[config.mk]
export PLATFORM = sky130hd
export DESIGN_NAME = mem_dump_sequencer
export DESIGN_NICKNAME = d
export VERILOG_FILES = /design/src/rtl/mem_dump_sequencer.sv
export SDC_FILE = /design/constraint.sdc
export NUM_CORES = 1
export LEC_CHECK = 0
export ABC_CLOCK_PERIOD_IN_PS = 2430
export BUFFER_PORTS_ARGS = -buffer_cell sky130_fd_sc_hd__clkbuf_2
export CORE_MARGIN = 10
export CORE_UTILIZATION = 52
export CTS_BUF_LIST = sky130_fd_sc_hd__clkbuf_4
export CTS_CLUSTER_DIAMETER = 150
export DETAILED_ROUTE_END_ITERATION = 10
export PLACE_DENSITY = 0.87
export SETUP_SLACK_MARGIN = 0.3
export SLEW_MARGIN = 20
export SYNTH_ARGS = -nofsm -noshare
export SYNTH_HDL_FRONTEND = slang
export SYNTH_SLANG_ARGS = --single-unit
[constraint.sdc]
create_clock -name clk -period 2.43 [get_ports clk]
set_clock_uncertainty 0.2 [all_clocks]
set_input_delay 0.729 -clock clk [delete_from_list [all_inputs] [get_ports clk]]
set_output_delay 0.729 -clock clk [all_outputs]
set_load 0.05 [all_outputs]
[src/rtl/mem_dump_sequencer.sv]
// mem_dump_sequencer: walks START_ADDR..LAST_ADDR on a synchronous byte memory,
// waits the fixed read latency, captures each byte and streams it out over a
// valid/ready byte interface.
// Ports:
//   clk, rst          - clock, synchronous active-high reset
//   start             - begin a dump (accepted only in IDLE)
//   busy, done        - dump in progress / one-cycle end-of-dump pulse
//   mem_address       - registered read address, held stable for the whole read
//   mem_value         - byte returned by the memory READ_LATENCY edges later
//   tx_valid/ready/data - output byte stream
module mem_dump_sequencer #(
  parameter int unsigned ADDR_W       = 5,
  parameter int unsigned DATA_W       = 8,
  parameter int unsigned READ_LATENCY = 1,
  parameter int unsigned START_ADDR   = 0,
  parameter int unsigned LAST_ADDR    = 31,
  parameter int unsigned STOP_ON_ZERO = 0
) (
  input  logic              clk,
  input  logic              rst,
  input  logic              start,
  output logic              busy,
  output logic              done,
  output logic [ADDR_W-1:0] mem_address,
  input  logic [DATA_W-1:0] mem_value,
  output logic              tx_valid,
  input  logic              tx_ready,
  output logic [DATA_W-1:0] tx_data
);

  // READ_LATENCY is at most 4, so 3 bits hold 0..READ_LATENCY
  localparam int unsigned CNT_W = 3;
  localparam logic [ADDR_W-1:0] START_A = ADDR_W'(START_ADDR);
  localparam logic [ADDR_W-1:0] LAST_A  = ADDR_W'(LAST_ADDR);
  localparam logic [CNT_W-1:0]  LAT     = CNT_W'(READ_LATENCY);

  typedef enum logic [1:0] {IDLE, READ, SEND, FINISH} state_t;

  state_t             state, state_next;
  logic [CNT_W-1:0]   cnt, cnt_next;
  logic [ADDR_W-1:0]  address_next;
  logic [DATA_W-1:0]  data_next;
  logic               busy_next, done_next, valid_next;

  // State and all outputs are registered together
  always_ff @(posedge clk) begin
    if (rst) begin
      state       <= IDLE;
      cnt         <= '0;
      mem_address <= START_A;
      tx_data     <= '0;
      busy        <= 1'b0;
      done        <= 1'b0;
      tx_valid    <= 1'b0;
    end else begin
      state       <= state_next;
      cnt         <= cnt_next;
      mem_address <= address_next;
      tx_data     <= data_next;
      busy        <= busy_next;
      done        <= done_next;
      tx_valid    <= valid_next;
    end
  end

  // Next-state and next-output logic
  always_comb begin
    state_next   = state;
    cnt_next     = cnt;
    address_next = mem_address;
    data_next    = tx_data;

    unique case (state)
      IDLE: begin
        if (start) begin
          address_next = START_A;
          cnt_next     = '0;
          state_next   = READ;
        end
      end
      READ: begin
        cnt_next = cnt + CNT_W'(1);
        // mem_value now reflects the address issued at cnt==0
        if (cnt == LAT) begin
          data_next = mem_value;
          if ((STOP_ON_ZERO != 0) && (mem_value == '0)) state_next = FINISH;
          else                                           state_next = SEND;
        end
      end
      SEND: begin
        if (tx_ready) begin
          if (mem_address == LAST_A) begin
            state_next = FINISH;
          end else begin
            address_next = mem_address + ADDR_W'(1);
            cnt_next     = '0;
            state_next   = READ;
          end
        end
      end
      FINISH: begin
        state_next = IDLE;
      end
      default: state_next = IDLE;
    endcase

    busy_next  = (state_next == READ) || (state_next == SEND);
    done_next  = (state_next == FINISH);
    valid_next = (state_next == SEND);
  end

endmodule
# Yosys cells after proc, flatten, opt, wreduce, memory -nomap -nowiden
# Index checks and enable logic that the tools add are counted.
totals:
  elab_cells: 40
  output_inout_bits: 16
  inputBits: 12
  register_bits: 21
classes:
  addsub: 2
  eq_ne: 11
  n_mux: 13
  n_reduce_logical: 7
ops:
  columns: ["cell", "count"]
  rows:
  - ["$mux W5", 3]
  - ["$pmux W5 S2", 1]
  - ["$mux W3", 3]
  - ["$pmux W3 S3", 1]
  - ["$eq A2 B2 Y1 const B", 4]
  - ["$mux W2", 4]
  - ["$pmux W2 S4", 1]
  - ["$reduce_and A4 Y1", 2]
  - ["$ne A2 B2 Y1 const B", 3]
  - ["$add A5 B1 Y5 const B", 1]
  - ["$eq A5 B5 Y1 const B", 1]
  - ["$eq A2 B1 Y1 const B", 2]
  - ["$add A3 B1 Y3 const B", 1]
  - ["$eq A3 B1 Y1 const B", 1]
  - ["$reduce_bool A3 Y1", 1]
  - ["$logic_not A2 Y1", 1]
  - ["$reduce_and A2 Y1", 1]
  - ["$reduce_bool A2 Y1", 1]
  - ["$logic_or A1 B1 Y1", 1]

# Depth between registers and ports, before layout
depth:
  depth_word: 6
  ltp_mapped: 8
  depth_no_buf: 8

# Worst setup path after synthesis
# No wires, ideal clock.
synth_path:
  kind: "register -> register"
  startpoint: "reg mem_address[0]"
  endpoint: "reg mem_address[3]"
  slack_ns: 0.261
  synth_period_minus_slack_ns: 2.169
  required_ns: 2.142
  path_stages_with_launch: 7
  setup_time_ns: 0.088
  n_path_buf: 0
  arrival_ns: 1.881
  path_cell_list: "dfxtp_1 > ha_1 > and3_1 > ha_1 > and4bb_4 > a41oi_2 > a311oi_2"
synth_via:
  elab_chain_cells: 4
  elab_cells_between_ends: 7
  cone_classes: "add/sub: 1; eq/ne: 2; mux: 3; reduce/logical: 1"
synth_lines:
  columns: ["item", "line_no", "text"]
  rows:
  - ["from (decl)", "24", "output logic [ADDR_W-1:0] mem_address,"]
  - ["from (signal assigned)", "58", "mem_address <= address_next;"]
  - ["$add A5 B1 Y5", "95", "address_next = mem_address + ADDR_W'(1);"]
  - ["$mux W5", "92", "if (mem_address == LAST_A) begin"]
  - ["$mux W5", "91", "if (tx_ready) begin"]
  - ["$pmux W5 S2", "73", "unique case (state)"]
# Parallel ways exist; a longest one is shown, timed or not. The select of a mux whose other input is x is not followed.
# A chain may end at the register's enable or synchronous reset.

# Worst setup path after layout
layout_path:
  startpoint: "reg mem_address[0]"
  endpoint: "reg busy"
layout_via:
  elab_chain_cells: 6
  elab_cells_between_ends: 7
  cone_classes: "eq/ne: 3; mux: 3; reduce/logical: 1"
layout_lines:
  columns: ["item", "line_no", "text"]
  rows:
  - ["$eq A5 B5 Y1 *", "92", null]
  - ["$mux W2 *", "92", null]
  - ["$mux W2 *", "91", null]
  - ["$pmux W2 S4 *", "73", null]
  - ["$eq A2 B1 Y1 / $eq A2 B2 Y1 (equally long branches)", "107", "busy_next = (state_next == READ) || (state_next == SEND);"]
  - ["$logic_or A1 B1 Y1 *", "107", null]
  - ["to (signal assigned)", "60", "busy <= busy_next;"]
  - ["to (decl)", "22", "output logic busy,"]
# Mark *: on every way between the ends. The rest lies on a longest branch, timed or not.

==> impl_metrics.prom <==
# TYPE chip_impl_metric gauge
chip_impl_metric{name="setup_total_negative_slack",unit="ps"} 0
chip_impl_metric{name="synth_seq_area_share",unit=""} 0.437
chip_impl_metric{name="core.rowCount",unit=""} 15
chip_impl_metric{name="yosysWarningCount",unit=""} 0
chip_impl_metric{name="core_area",unit="sq um"} 1750
chip_impl_metric{name="drc",unit=""} 0
chip_impl_info{name="cp-end-kind",value="register"} 1
chip_impl_metric{name="grt_antenna_before_repair",unit=""} 0
chip_impl_metric{name="worstPathArrival",unit="ps"} 2050
chip_impl_metric{name="worst-endpoint-required",unit="ps"} 2460
chip_impl_metric{name="clk_pin_slew_worst_paths",unit="ps"} 120
chip_impl_metric{name="fmax",unit="MHz"} 496
chip_impl_metric{name="path_buf_inv",unit=""} 1
chip_impl_metric{name="syn-num-nets",unit=""} 113
chip_impl_metric{name="finalCriticalPeriod",unit="ps"} 2020
chip_impl_info{name="outcome",value="finished, final reports clean"} 1
chip_impl_info{name="timing.rr.end",value="busy"} 1
chip_impl_info{name="min_to",value="cnt[2]"} 1
chip_impl_metric{name="worst_ir_drop_vdd",unit="mV"} 0.400
chip_impl_metric{name="regToRegSetupSlack",unit="ps"} 410
chip_impl_metric{name="cellPowerDensity",unit="nW/um^2"} 548
chip_impl_metric{name="grt_use_total",unit=""} 0.107
chip_impl_metric{name="switching_share",unit=""} 0.269
chip_impl_info{name="setup.worst_path.start_class",value="register"} 1
chip_impl_metric{name="floorplan.die.width",unit="microns"} 63.0
chip_impl_metric{name="globalRoute.totalOverflow",unit=""} 0
chip_impl_metric{name="post-cts-setup-buffer-count",unit=""} 0
chip_impl_metric{name="cts-htree-levels",unit=""} 1
chip_impl_info{name="crit_slowest_cell",value="sky130_fd_sc_hd__dfxtp_2"} 1
chip_impl_metric{name="gp_congestion",unit=""} 0.764
chip_impl_metric{name="drt_iter0_drc",unit=""} 9
chip_impl_metric{name="p_total",unit="mW"} 0.611
chip_impl_info{name="cts_tree",value="done"} 1
chip_impl_metric{name="postRouteAntennaNets",unit=""} 0
chip_impl_metric{name="min_period_over_period",unit=""} 0.829
chip_impl_metric{name="dieHeight",unit="microns"} 63.0
chip_impl_metric{name="final_layout_size_suffix_gt1_frac",unit=""} 0.331
chip_impl_info{name="path_common_cell",value="sky130_fd_sc_hd__ha_1"} 1
chip_impl_info{name="ys_top_cells_by_area",value="sky130_fd_sc_hd__dfxtp_1, sky130_fd_sc_hd__mux2i_1, sky130_fd_sc_hd__ha_1"} 1
chip_impl_metric{name="internal-power",unit="mW"} 0.447
chip_impl_info{name="worst-setup-path-type",value="reg -> reg"} 1
chip_impl_metric{name="place.port_buffers",unit=""} 27
chip_impl_metric{name="detailedRoute.firstPassIterationCount",unit=""} 4
chip_impl_metric{name="clock-sinks",unit=""} 21
chip_impl_metric{name="viasPerCell",unit=""} 5.27
chip_impl_info{name="reg2reg_from",value="mem_address[0]"} 1
chip_impl_metric{name="max_cap_viol_count",unit=""} 0
chip_impl_metric{name="syn_to_final_growth",unit="%"} 16.0
chip_impl_metric{name="postCtsHoldBufs",unit=""} 0
chip_impl_info{name="hold_path_class",value="reg -> reg"} 1
chip_impl_info{name="synth_top_area_cell",value="sky130_fd_sc_hd__dfxtp_1"} 1
chip_impl_metric{name="syn_area_per_cell",unit="sq um"} 10.0
chip_impl_metric{name="slew-limit-headroom",unit=""} 0.624
chip_impl_metric{name="static_leak",unit="nW"} 0.476
chip_impl_metric{name="register_to_register_path_depth",unit=""} 8
chip_impl_metric{name="gate_count_post_synth",unit=""} 96
chip_impl_metric{name="filler_cell_count",unit=""} 162
chip_impl_info{name="grt_setup_unrepaired",value="no"} 1
chip_impl_metric{name="clock_latency_on_the_worst_skew_pair",unit="ps"} 290
chip_impl_metric{name="die_area",unit="sq um"} 3970
chip_impl_metric{name="synth.ff_latch_count",unit=""} 21
chip_impl_metric{name="yosysTopAreaCellShare",unit=""} 0.437
chip_impl_metric{name="setup_viol_count_final",unit=""} 0
chip_impl_metric{name="postCtsResizedCells",unit=""} 0
chip_impl_info{name="min-delay-start",value="cnt[2]"} 1
chip_impl_metric{name="postRouteWirelength",unit="microns"} 2030
chip_impl_info{name="crit_path_cell_trace",value="ha_1 > and3_1 > ha_1 > nand2b_1 > a21oi_2 > inv_1 > ha_1 > nor2_1"} 1
chip_impl_metric{name="clock_path_buffers",unit=""} 2
chip_impl_info{name="clock_tree.root_cell",value="sky130_fd_sc_hd__clkbuf_4"} 1
chip_impl_metric{name="routedWlPerCell",unit="microns"} 13.9
chip_impl_metric{name="switching_power",unit="mW"} 0.165
chip_impl_metric{name="first_global_vias",unit=""} 764
chip_impl_metric{name="transition_at_the_pin_with_the_smallest_max_transition_slack",unit="ps"} 564
chip_impl_metric{name="worst-path-max-fanout",unit=""} 6
chip_impl_metric{name="count_of_inserted_antenna_diode_cells",unit=""} 0
chip_impl_metric{name="count_of_nets_after_finishing",unit=""} 139
chip_impl_metric{name="maximum_cell_stage_delay_along_the_critical_path",unit="ps"} 360
chip_impl_metric{name="slew_viol_final",unit=""} 0
chip_impl_metric{name="num_vias",unit=""} 770
chip_impl_metric{name="top_level_ports",unit=""} 28
chip_impl_info{name="layout_commonest_cell",value="sky130_fd_sc_hd__clkbuf_2"} 1
chip_impl_metric{name="mappedNetlistArea",unit="sq um"} 962
chip_impl_metric{name="seq_power_share",unit=""} 0.596
chip_impl_metric{name="min_delay_path_depth",unit=""} 1
chip_impl_metric{name="grt_pass1_wl",unit="microns"} 3550
chip_impl_metric{name="gate_power_share",unit=""} 0.138
chip_impl_metric{name="clock_power_share",unit=""} 0.266
chip_impl_metric{name="cts_inserted_buffers",unit=""} 3
chip_impl_metric{name="finalHoldViolCount",unit=""} 0
chip_impl_metric{name="start_util",unit=""} 0.551
chip_impl_info{name="crit_family",value="adder cells"} 1
chip_impl_metric{name="pin_count_of_the_biggest_net_entering_global_routing",unit=""} 22
chip_impl_metric{name="dp_hpwl",unit="microns"} 1600
chip_impl_info{name="mostFrequentLayoutCells",value="sky130_fd_sc_hd__clkbuf_2, sky130_fd_sc_hd__dfxtp_1, sky130_fd_sc_hd__nor2_1, sky130_fd_sc_hd__mux2i_1"} 1
chip_impl_metric{name="netlist-cell-type-count",unit=""} 31
Yosys cell counts (all sizes together):
library cell,number
a21oi,5
a311oi,3
a31oi,3
a32oi,1
a41oi,1
and3,1
and4bb,2
buf,4
clkbuf,2
dfxtp,21
ha,5
inv,4
mux2i,8
nand2,5
nand2b,2
nand3,5
nand3b,1
nand4bb,1
nor2,13
nor2b,2
nor3,1
nor3b,2
o21bai,1
or2,1
or2b,1
or3b,1
registers in the layout, indices dropped and copies added, names as in the netlist:
signal	cells
tx_valid	1
mem_address	5
busy	1
done	1
cnt	3
tx_data	8
state	2
power groups by stage:
stage               combinational [mW]  sequential (mW)  clock, mW
detailed placement              0.0850            0.372          0
global placement                0.0832            0.371          0
finish                          0.0844            0.364      0.163
global route                    0.0931            0.367      0.186
CTS                             0.0852            0.364      0.168
floorplan                       0.0485            0.388          0
per-layer routing:
| layer | GRT usage | vias to the layer above | share of wire |
|---|---|---|---|
| met5 | 0 | - | 0 |
| met4 | 0.0335 | 0 | 0.0059 |
| met3 | 0.0233 | 2 | 0.034 |
| met2 | 0.193 | 8 | 0.55 |
| met1 | 0.120 | 370 | 0.41 |
| li1 | - | 390 | - |
worst max path at each step:
stage	startpoint	to	slack, ps	cells after the start
finish	mem_address[0]	busy	410	8
global route	mem_address[0]	busy	310	8
CTS	mem_address[0]	busy	410	8
detailed placement	mem_address[0]	busy	440	8
global placement	mem_address[0]	mem_address[3]	500	6
floorplan	mem_address[0]	busy	420	8
cell families (layout without fill, tap and decap cells):
| logic type | after synthesis | after routing | synth area share |
|---|---|---|---|
| AO/OA/AOI/OAI | 14 | 14 | 0.125 |
| adder cells (fa/ha/maj) | 5 | 5 | 0.0650 |
| buffers and inverters | 10 | 35 | 0.0598 |
| flip-flops | 21 | 21 | 0.437 |
| multiplexers | 8 | 8 | 0.0832 |
| AND/OR/NAND/NOR | 38 | 38 | 0.230 |
per-stage QoR:
| stage | worst slack, ps | hold WS [ps] | instance area, sq um | cells | util |
|---|---|---|---|---|---|
| final | 415 | 307 | 1120 | 146 | 0.639 |
| after global routing | 306 | 340 | 1120 | 146 | 0.639 |
| after CTS | 410 | 309 | 1120 | 146 | 0.639 |
| after global placement | 499 | 273 | 1090 | 142 | 0.624 |
| after floorplan | 416 | 254 | 965 | 96 | - |
| after detailed placement | 437 | 282 | 1090 | 142 | 0.624 |
worst register-to-register path, delay by kind of cell, from the launching register on:
kind	cells	cell delay [ps]
AO/OA/AOI/OAI	1	200
adder cells (fa/ha/maj)	3	680
buffers and inverters	1	70
flip-flops	1	360
AND/OR/NAND/NOR	3	430
area by class of cell:
cell class                      instances  area [sq um]  area share
Clock inverter                          1          5.00     0.00448
Clock buffer                            3          22.5      0.0202
Sequential cell                        21           423       0.379
Tap cell                               25          31.3      0.0280
Timing Repair Buffer                   27           135       0.121
Multi-Input combinational cell         65           484       0.434
Inverter                                4          15.0      0.0135
(Power assumes the default switching activity.)
